<file path="config.mk">
export PLATFORM = sky130hd
export DESIGN_NAME = load_store_unit
export DESIGN_NICKNAME = d
export VERILOG_FILES = /design/src/rtl/lsu_pkg.sv /design/src/rtl/lsu_lane_align.sv /design/src/rtl/load_store_unit.sv
export SDC_FILE = /design/constraint.sdc
export NUM_CORES = 1
export LEC_CHECK = 0
export CORE_AREA = 3 3 166 168
export DETAILED_ROUTE_END_ITERATION = 8
export DIE_AREA = 0 0 169 171
export HOLD_SLACK_MARGIN = 0.08
export SYNTH_ARGS = -nofsm -noshare
export SYNTH_HDL_FRONTEND = slang
export SYNTH_HIERARCHICAL = 1
export SYNTH_SLANG_ARGS = --single-unit
</file>
<file path="constraint.sdc">
create_clock -name i_clk -period 2.4 [get_ports i_clk]
set_input_delay 0.72 -clock i_clk [delete_from_list [all_inputs] [get_ports i_clk]]
set_output_delay 0.72 -clock i_clk [all_outputs]
set_load 0.02 [all_outputs]
</file>
<file path="src/rtl/lsu_pkg.sv">
// Shared types and helpers for the load/store unit.
//   lsu_size_e  : access size encoding (3 is illegal and has no member)
//   lsu_state_e : control FSM states
//   lsu_strobe  : byte-lane mask of nb bytes starting at lane off
package lsu_pkg;

  typedef enum logic [1:0] {
    SZ_B = 2'd0,
    SZ_H = 2'd1,
    SZ_W = 2'd2
  } lsu_size_e;

  typedef enum logic [1:0] {
    IDLE  = 2'd0,
    BEAT0 = 2'd1,
    BEAT1 = 2'd2,
    RESP  = 2'd3
  } lsu_state_e;

  // Wide enough for the two-beat mask of the 128-bit bus (2*16 lanes).
  localparam int unsigned STRB_W = 32;

  function automatic logic [STRB_W-1:0] lsu_strobe(input logic [4:0] off,
                                                   input logic [3:0] nb);
    logic [STRB_W-1:0] ones;
    ones = (STRB_W'(1) << nb) - STRB_W'(1);
    return ones << off;
  endfunction

endpackage

</file>
<file path="src/rtl/lsu_lane_align.sv">
// Combinational lane alignment for the load/store unit.
//   off_i      : byte offset of the access within one bus beat
//   size_i     : access size (lsu_size_e encoding)
//   unsigned_i : zero-extend load data instead of sign-extending
//   wdata_i    : right-aligned store data
//   rbuf_i     : two-beat read buffer (beat0 in the low half)
//   wvec_o     : two-beat store data vector, shifted into its lanes
//   strb_o     : two-beat store strobe vector
//   rdata_o    : extracted and extended load result
module lsu_lane_align
  import lsu_pkg::*;
#(
  parameter int unsigned DATA_WIDTH = 32,
  localparam int unsigned NB        = DATA_WIDTH / 8,
  localparam int unsigned OFF_W     = $clog2(NB)
) (
  input  logic [OFF_W-1:0]        off_i,
  input  logic [1:0]              size_i,
  input  logic                    unsigned_i,
  input  logic [31:0]             wdata_i,
  input  logic [2*DATA_WIDTH-1:0] rbuf_i,
  output logic [2*DATA_WIDTH-1:0] wvec_o,
  output logic [2*NB-1:0]         strb_o,
  output logic [31:0]             rdata_o
);

  logic [3:0]  nb;
  logic [31:0] rword;

  always_comb begin
    nb      = 4'd1 << size_i;
    wvec_o  = {{(2*DATA_WIDTH-32){1'b0}}, wdata_i} << {off_i, 3'b000};
    strb_o  = (2*NB)'(lsu_strobe(5'(off_i), nb));
    rword   = 32'(rbuf_i >> {off_i, 3'b000});
    case (lsu_size_e'(size_i))
      SZ_B:    rdata_o = {{24{rword[7]  & ~unsigned_i}}, rword[7:0]};
      SZ_H:    rdata_o = {{16{rword[15] & ~unsigned_i}}, rword[15:0]};
      default: rdata_o = rword;
    endcase
  end

endmodule

</file>
<file path="src/rtl/load_store_unit.sv">
// RV32 load/store unit: one request at a time, split of lane-crossing
// accesses into two bus beats, load extension, one response per request.
//   i_req_*  / o_req_ready : request handshake from execute
//   o_rsp_*  / i_rsp_ready : response handshake (rdata, fault)
//   o_addr, o_data, o_wr_valid, i_wr_ready, o_byte_write_enable : write beat
//   i_data, i_rd_valid, o_rd_ready                            : read beat
module load_store_unit
  import lsu_pkg::*;
#(
  parameter int unsigned DATA_WIDTH       = 32,
  parameter bit          ALLOW_MISALIGNED = 1'b1
) (
  input  logic                    i_clk,
  input  logic                    i_rst_n,
  input  logic                    i_req_valid,
  output logic                    o_req_ready,
  input  logic                    i_req_store,
  input  logic [1:0]              i_req_size,
  input  logic                    i_req_unsigned,
  input  logic [31:0]             i_req_addr,
  input  logic [31:0]             i_req_wdata,
  output logic                    o_rsp_valid,
  input  logic                    i_rsp_ready,
  output logic [31:0]             o_rsp_rdata,
  output logic                    o_rsp_fault,
  output logic [31:0]             o_addr,
  output logic [DATA_WIDTH-1:0]   o_data,
  output logic                    o_wr_valid,
  input  logic                    i_wr_ready,
  output logic [DATA_WIDTH/8-1:0] o_byte_write_enable,
  input  logic [DATA_WIDTH-1:0]   i_data,
  input  logic                    i_rd_valid,
  output logic                    o_rd_ready
);

  localparam int unsigned NB    = DATA_WIDTH / 8;
  localparam int unsigned OFF_W = $clog2(NB);

  lsu_state_e              state_q, state_d;
  logic                    store_q, store_d;
  logic [1:0]              size_q, size_d;
  logic                    uns_q, uns_d;
  logic [31:0]             addr_q, addr_d;
  logic [31:0]             wdata_q, wdata_d;
  logic                    cross_q, cross_d;
  logic                    fault_q, fault_d;
  logic [2*DATA_WIDTH-1:0] rbuf_q, rbuf_d;

  logic [2*DATA_WIDTH-1:0] wvec;
  logic [2*NB-1:0]         strb;
  logic [31:0]             rdata;
  logic [31:0]             base;
  logic [3:0]              acc_nb;
  logic [4:0]              acc_end;
  logic                    acc_cross;
  logic                    hs;

  lsu_lane_align #(.DATA_WIDTH(DATA_WIDTH)) u_align (
    .off_i      (addr_q[OFF_W-1:0]),
    .size_i     (size_q),
    .unsigned_i (uns_q),
    .wdata_i    (wdata_q),
    .rbuf_i     (rbuf_q),
    .wvec_o     (wvec),
    .strb_o     (strb),
    .rdata_o    (rdata)
  );

  always_comb begin
    base      = {addr_q[31:OFF_W], {OFF_W{1'b0}}};
    acc_nb    = 4'd1 << i_req_size;
    acc_end   = 5'(i_req_addr[OFF_W-1:0]) + 5'(acc_nb);
    acc_cross = acc_end > 5'(NB);
  end

  always_comb begin
    state_d             = state_q;
    store_d             = store_q;
    size_d              = size_q;
    uns_d               = uns_q;
    addr_d              = addr_q;
    wdata_d             = wdata_q;
    cross_d             = cross_q;
    fault_d             = fault_q;
    rbuf_d              = rbuf_q;
    hs                  = 1'b0;
    o_req_ready         = 1'b0;
    o_rsp_valid         = 1'b0;
    o_rsp_rdata         = '0;
    o_rsp_fault         = 1'b0;
    o_addr              = '0;
    o_data              = '0;
    o_wr_valid          = 1'b0;
    o_byte_write_enable = '0;
    o_rd_ready          = 1'b0;

    case (state_q)
      IDLE: begin
        o_req_ready = 1'b1;
        if (i_req_valid) begin
          store_d = i_req_store;
          size_d  = i_req_size;
          uns_d   = i_req_unsigned;
          addr_d  = i_req_addr;
          wdata_d = i_req_wdata;
          cross_d = acc_cross;
          fault_d = (i_req_size == 2'd3) || (!ALLOW_MISALIGNED && acc_cross);
          state_d = ((i_req_size == 2'd3) || (!ALLOW_MISALIGNED && acc_cross))
                    ? RESP : BEAT0;
        end
      end
      BEAT0: begin
        o_addr = base;
        if (store_q) begin
          o_wr_valid          = 1'b1;
          o_data              = wvec[DATA_WIDTH-1:0];
          o_byte_write_enable = strb[NB-1:0];
          hs                  = i_wr_ready;
        end else begin
          o_rd_ready = 1'b1;
          hs         = i_rd_valid;
        end
        if (hs) begin
          if (!store_q) rbuf_d[DATA_WIDTH-1:0] = i_data;
          state_d = cross_q ? BEAT1 : RESP;
        end
      end
      BEAT1: begin
        o_addr = base + 32'(NB);
        if (store_q) begin
          o_wr_valid          = 1'b1;
          o_data              = wvec[2*DATA_WIDTH-1:DATA_WIDTH];
          o_byte_write_enable = strb[2*NB-1:NB];
          hs                  = i_wr_ready;
        end else begin
          o_rd_ready = 1'b1;
          hs         = i_rd_valid;
        end
        if (hs) begin
          if (!store_q) rbuf_d[2*DATA_WIDTH-1:DATA_WIDTH] = i_data;
          state_d = RESP;
        end
      end
      default: begin
        o_rsp_valid = 1'b1;
        o_rsp_fault = fault_q;
        o_rsp_rdata = (store_q || fault_q) ? '0 : rdata;
        if (i_rsp_ready) state_d = IDLE;
      end
    endcase
  end

  always_ff @(posedge i_clk or negedge i_rst_n) begin
    if (!i_rst_n) begin
      state_q <= IDLE;
      store_q <= 1'b0;
      size_q  <= '0;
      uns_q   <= 1'b0;
      addr_q  <= '0;
      wdata_q <= '0;
      cross_q <= 1'b0;
      fault_q <= 1'b0;
      rbuf_q  <= '0;
    end else begin
      state_q <= state_d;
      store_q <= store_d;
      size_q  <= size_d;
      uns_q   <= uns_d;
      addr_q  <= addr_d;
      wdata_q <= wdata_d;
      cross_q <= cross_d;
      fault_q <= fault_d;
      rbuf_q  <= rbuf_d;
    end
  end

endmodule

</file>
After elaboration in Yosys (flattened, before gate mapping)
Index checks and enable logic that the tools add are counted.

Bits in registers: 136. Output and inout bits: 105.

Bitwise gates (word level): 4. Reduce and logical (&&, ||, !) cells: 10. Order comparisons: 1. Muxes and demuxes: 27. Shift operators: 6. Add/sub/neg operators: 3. Eq/ne operators: 7.

Operators with widths (count): case mux 32 bit (2 select lines) (3); two-way mux 32 bit (4); left shift 32 x 5 -> 64 bit (1); >> shifter 64 x 5 -> 32 bit (1); adder 32 x 3 -> 32 bit, second input constant (1); left shift 1 x 4 -> 32 bit, first input constant (1); left shift 32 x 2 -> 8 bit (1); subtractor 32 x 2 -> 32 bit, second input constant (1); two-way mux 1 bit (11); two-way mux 2 bit (5); two-way mux 4 bit (2); case mux 4 bit (2 select lines) (1); left shift 1 x 2 -> 4 bit, first input constant (2); inequality test 2 bit, second input constant (3); case mux 2 bit (3 select lines) (1); AND reduction 3 bit (2); adder 2 x 4 -> 5 bit (1); > comparator 5 x 3 -> 1 bit, second input constant (1); equality test 2 x 1 -> 1 bit, second input constant (2); equality test 2 bit, second input constant (2); logical NOT 2 bit (2); AND reduction 4 bit (1); nonzero test 4 bit (1); OR reduction 3 bit (1); 5 further kinds (7).

Longest topological paths before layout
Word-level depth: 6. Depth in mapped cells: 9. Depth with buffers taken out: 7.

Hierarchy
Netlist, hierarchy kept.

Modules (own cells, without submodules): load_store_unit (instances 1, area each 7069.3 µm², cells an instance 641, seq. area each 3403.3 µm²); lsu_lane_align (instances 1, area each 2095.8 µm², cells an instance 245, seq. area each 0.0 µm²).

Worst setup path after synthesis
Ideal clock, no wire load.

Path kind: reg2out. Start: reg state_q[0]. End: out o_addr[12]. Stages on the path, launching flop included: 9. Slack: -350 ps. Data required time: 1680 ps. Path buffers: 3. Arrival time: 2030 ps. Path through: dfrtp_1 -> inv_1 -> ha_1 -> clkbuf_1 -> and2_1 -> clkbuf_1 -> clkbuf_1 -> nand4_1 -> o21ai_0.

Longest elaborated chain between the ends: 2.

RTL lines: start, declared (RTL line load_store_unit.sv:39) `lsu_state_e state_q, state_d;`; start signal, assigned (RTL line load_store_unit.sv:165) `state_q <= state_d;`; equality test 2 bit or equality test 2 x 1 -> 1 bit (tied branches) (RTL line load_store_unit.sv:97) `case (state_q)`; case mux 32 bit (2 select lines) (*) (RTL line load_store_unit.sv:97); end, declared (RTL line load_store_unit.sv:26) `output logic [31:0] o_addr,`.

Mark *: on every way between the ends. The rest lies on a longest branch, timed or not.

Worst setup path in the final report
Start: reg addr_q[2]. End: out o_addr[24].

Longest elaborated chain between the ends: 2.

RTL lines: start, declared (RTL line load_store_unit.sv:43) `logic [31:0] addr_q, addr_d;`; start signal, assigned (RTL line load_store_unit.sv:169) `addr_q <= addr_d;`; adder 32 x 3 -> 32 bit (RTL line load_store_unit.sv:129) `o_addr = base + 32'(NB);`; case mux 32 bit (2 select lines) (RTL line load_store_unit.sv:97).

No other way between the ends.

==> results.json <==
{
  "start_kind": "register",
  "fin_skew_ns": 0.0145,
  "yosysWarnings": 6,
  "cts_buffers": 17,
  "final_area_sq_um": 15800,
  "avgSynthCellArea_sq_um": 10.2,
  "setup_violations": 99,
  "grt_overflow_total": 0,
  "routedWlPerCell_um": 20.1,
  "pre_cts_ws_ns": -0.515,
  "postPlaceCellArea_sq_um": 12600,
  "gp_congestion": 0.928,
  "worstSetupPathType": "register to output port",
  "p_leak_nw": 6.70,
  "fin_util_pct": 60.7,
  "clk_pin_slew_ns": 0.07,
  "min_path_cells": 1,
  "rows": 59,
  "dieHeight_um": 171,
  "num_vias": 8763,
  "die_w_um": 169,
  "grt_pass1_wl_mm": 49.0,
  "h-tree-depth": 4,
  "violations": "setup timing",
  "period_share_pct": 124,
  "final_common_cell": "buf_6",
  "p_total_mw": 24.4,
  "setup_slack_ns": -0.571,
  "slew_viol_final": 0,
  "hold_class": "register to register",
  "cts_tree": "built",
  "n_antenna_cell": 0,
  "synth_area_sq_um": 8870,
  "power_density_nw_per_um2": 1540,
  "totalWireLength_mm": 32.5,
  "critPathArrivalTime_ns": 2.25,
  "endpoint_kind": "output port",
  "area_growth_pct": 78.3,
  "dpl.hpwl_mm": 20.9,
  "syn_inst": 870,
  "initial_core_util_pct": 34.1,
  "antenna_found_initial": 1,
  "cp.required_ns": 1.68,
  "status": "complete, but fails checks",
  "dp_cells": 1489,
  "drcViolationCount": 0,
  "cts_root_buf": "clkbuf_16",
  "grt_pass1_vias": 8903,
  "peakVddDrop_mv": 1.01,
  "grt.total_usage_pct": 21.4,
  "via_per_inst": 5.43,
  "drv_cap": 0,
  "io_pins": 211,
  "dieArea_sq_um": 28900,
  "fin_cells": 1614,
  "cts.path.max_buffers": 2,
  "core_area_sq_um": 26100,
  "cp_max_fo": 6,
  "grt_max_degree": 68,
  "hold_slack_ns": 0.504,
  "drt_pass1_iterations": 5,
  "drive_above_1_share_pct": 63.3,
  "fmax_ghz": 0.337,
  "port_buffers": 208,
  "clock_latency_ns": 0.43,
  "rsz0062_at_grt": "true",
  "finalCriticalPeriod_ns": 2.97,
  "reg2reg_depth": 9,
  "layout_common_cells": "buf_6 (144), buf_4 (136), mux2_2 (127), dfrtp_1 (125), clkdlybuf4s50_1 (104)",
  "ant_nets": 0,
  "fin_setup_tns_ns": -37.86,
  "hold_violations": 0,
  "fin_nets": 1380,
  "cts.sinks": 128,
  "drt-initial-drc-count": 717
}
==> report_power, final <==
part	switching (mW)	internal, mW	total (mW)	leakage [nW]
registers	1.13	3.28	4.41	1.52
logic	7.71	9.67	17.4	4.91
clock network	1.18	1.37	2.56	0.267
total	10.0	14.3	24.4	6.70
==> layer usage <==
| metal | GRT usage (%) | part of all wire (%) |
|---|---|---|
| met1 | 27.2 | 42 |
| met3 | 4.48 | 5.6 |
| met2 | 35.6 | 50 |
| met4 | 8.72 | 2.9 |
| met5 | 0 | 0.022 |
==> final timing paths <==
check,end,start,slack (ns)
max,o_addr[24],addr_q[2],-0.57
max in group asynchronous,rbuf_q[27],i_rst_n,1.14
max reg2reg,state_q[0],state_q[1],0.19
min,rbuf_q[52],rbuf_q[52],0.50
min in group asynchronous,addr_q[14],i_rst_n,0.67
min reg2reg,rbuf_q[52],rbuf_q[52],0.50
==> registers in the layout, summed over array words and instances, names as in the netlist <==
register  count
addr_q       32
cross_q       1
fault_q       1
rbuf_q       56
size_q        2
state_q       2
store_q       1
uns_q         1
wdata_q      32
==> timing repair <==
item	4_1_cts	5_1_grt
pin swaps	91	81
cloned	15	5
resized for setup	760	208
endpoints found under the hold margin	7	0
hold buffers	1	0
buffers inserted	55	30
endpoints found under the setup margin	103	101
==> worst max-delay path: stages (launching register included) <==
cell and delay [ns]:
dfrtp_1 0.39, ha_2 0.20, nand4_1 0.10, buf_6 0.15, nor4_4 0.30, buf_4 0.22
buf_4 0.12, nand4_1 0.13, nand3_2 0.11, buf_6 0.12
==> area by class of cell <==
| type | instances | area (sq um) |
|---|---|---|
| fill | 2039 | 10200 |
| multi-input combinational | 656 | 6500 |
| timing repair buffer | 454 | 5090 |
| sequential | 128 | 3210 |
| clock buffer | 17 | 425 |
| tap | 335 | 419 |
| clock inverter | 15 | 146 |
| inverter | 9 | 36.3 |
(Power assumes the default switching activity.)
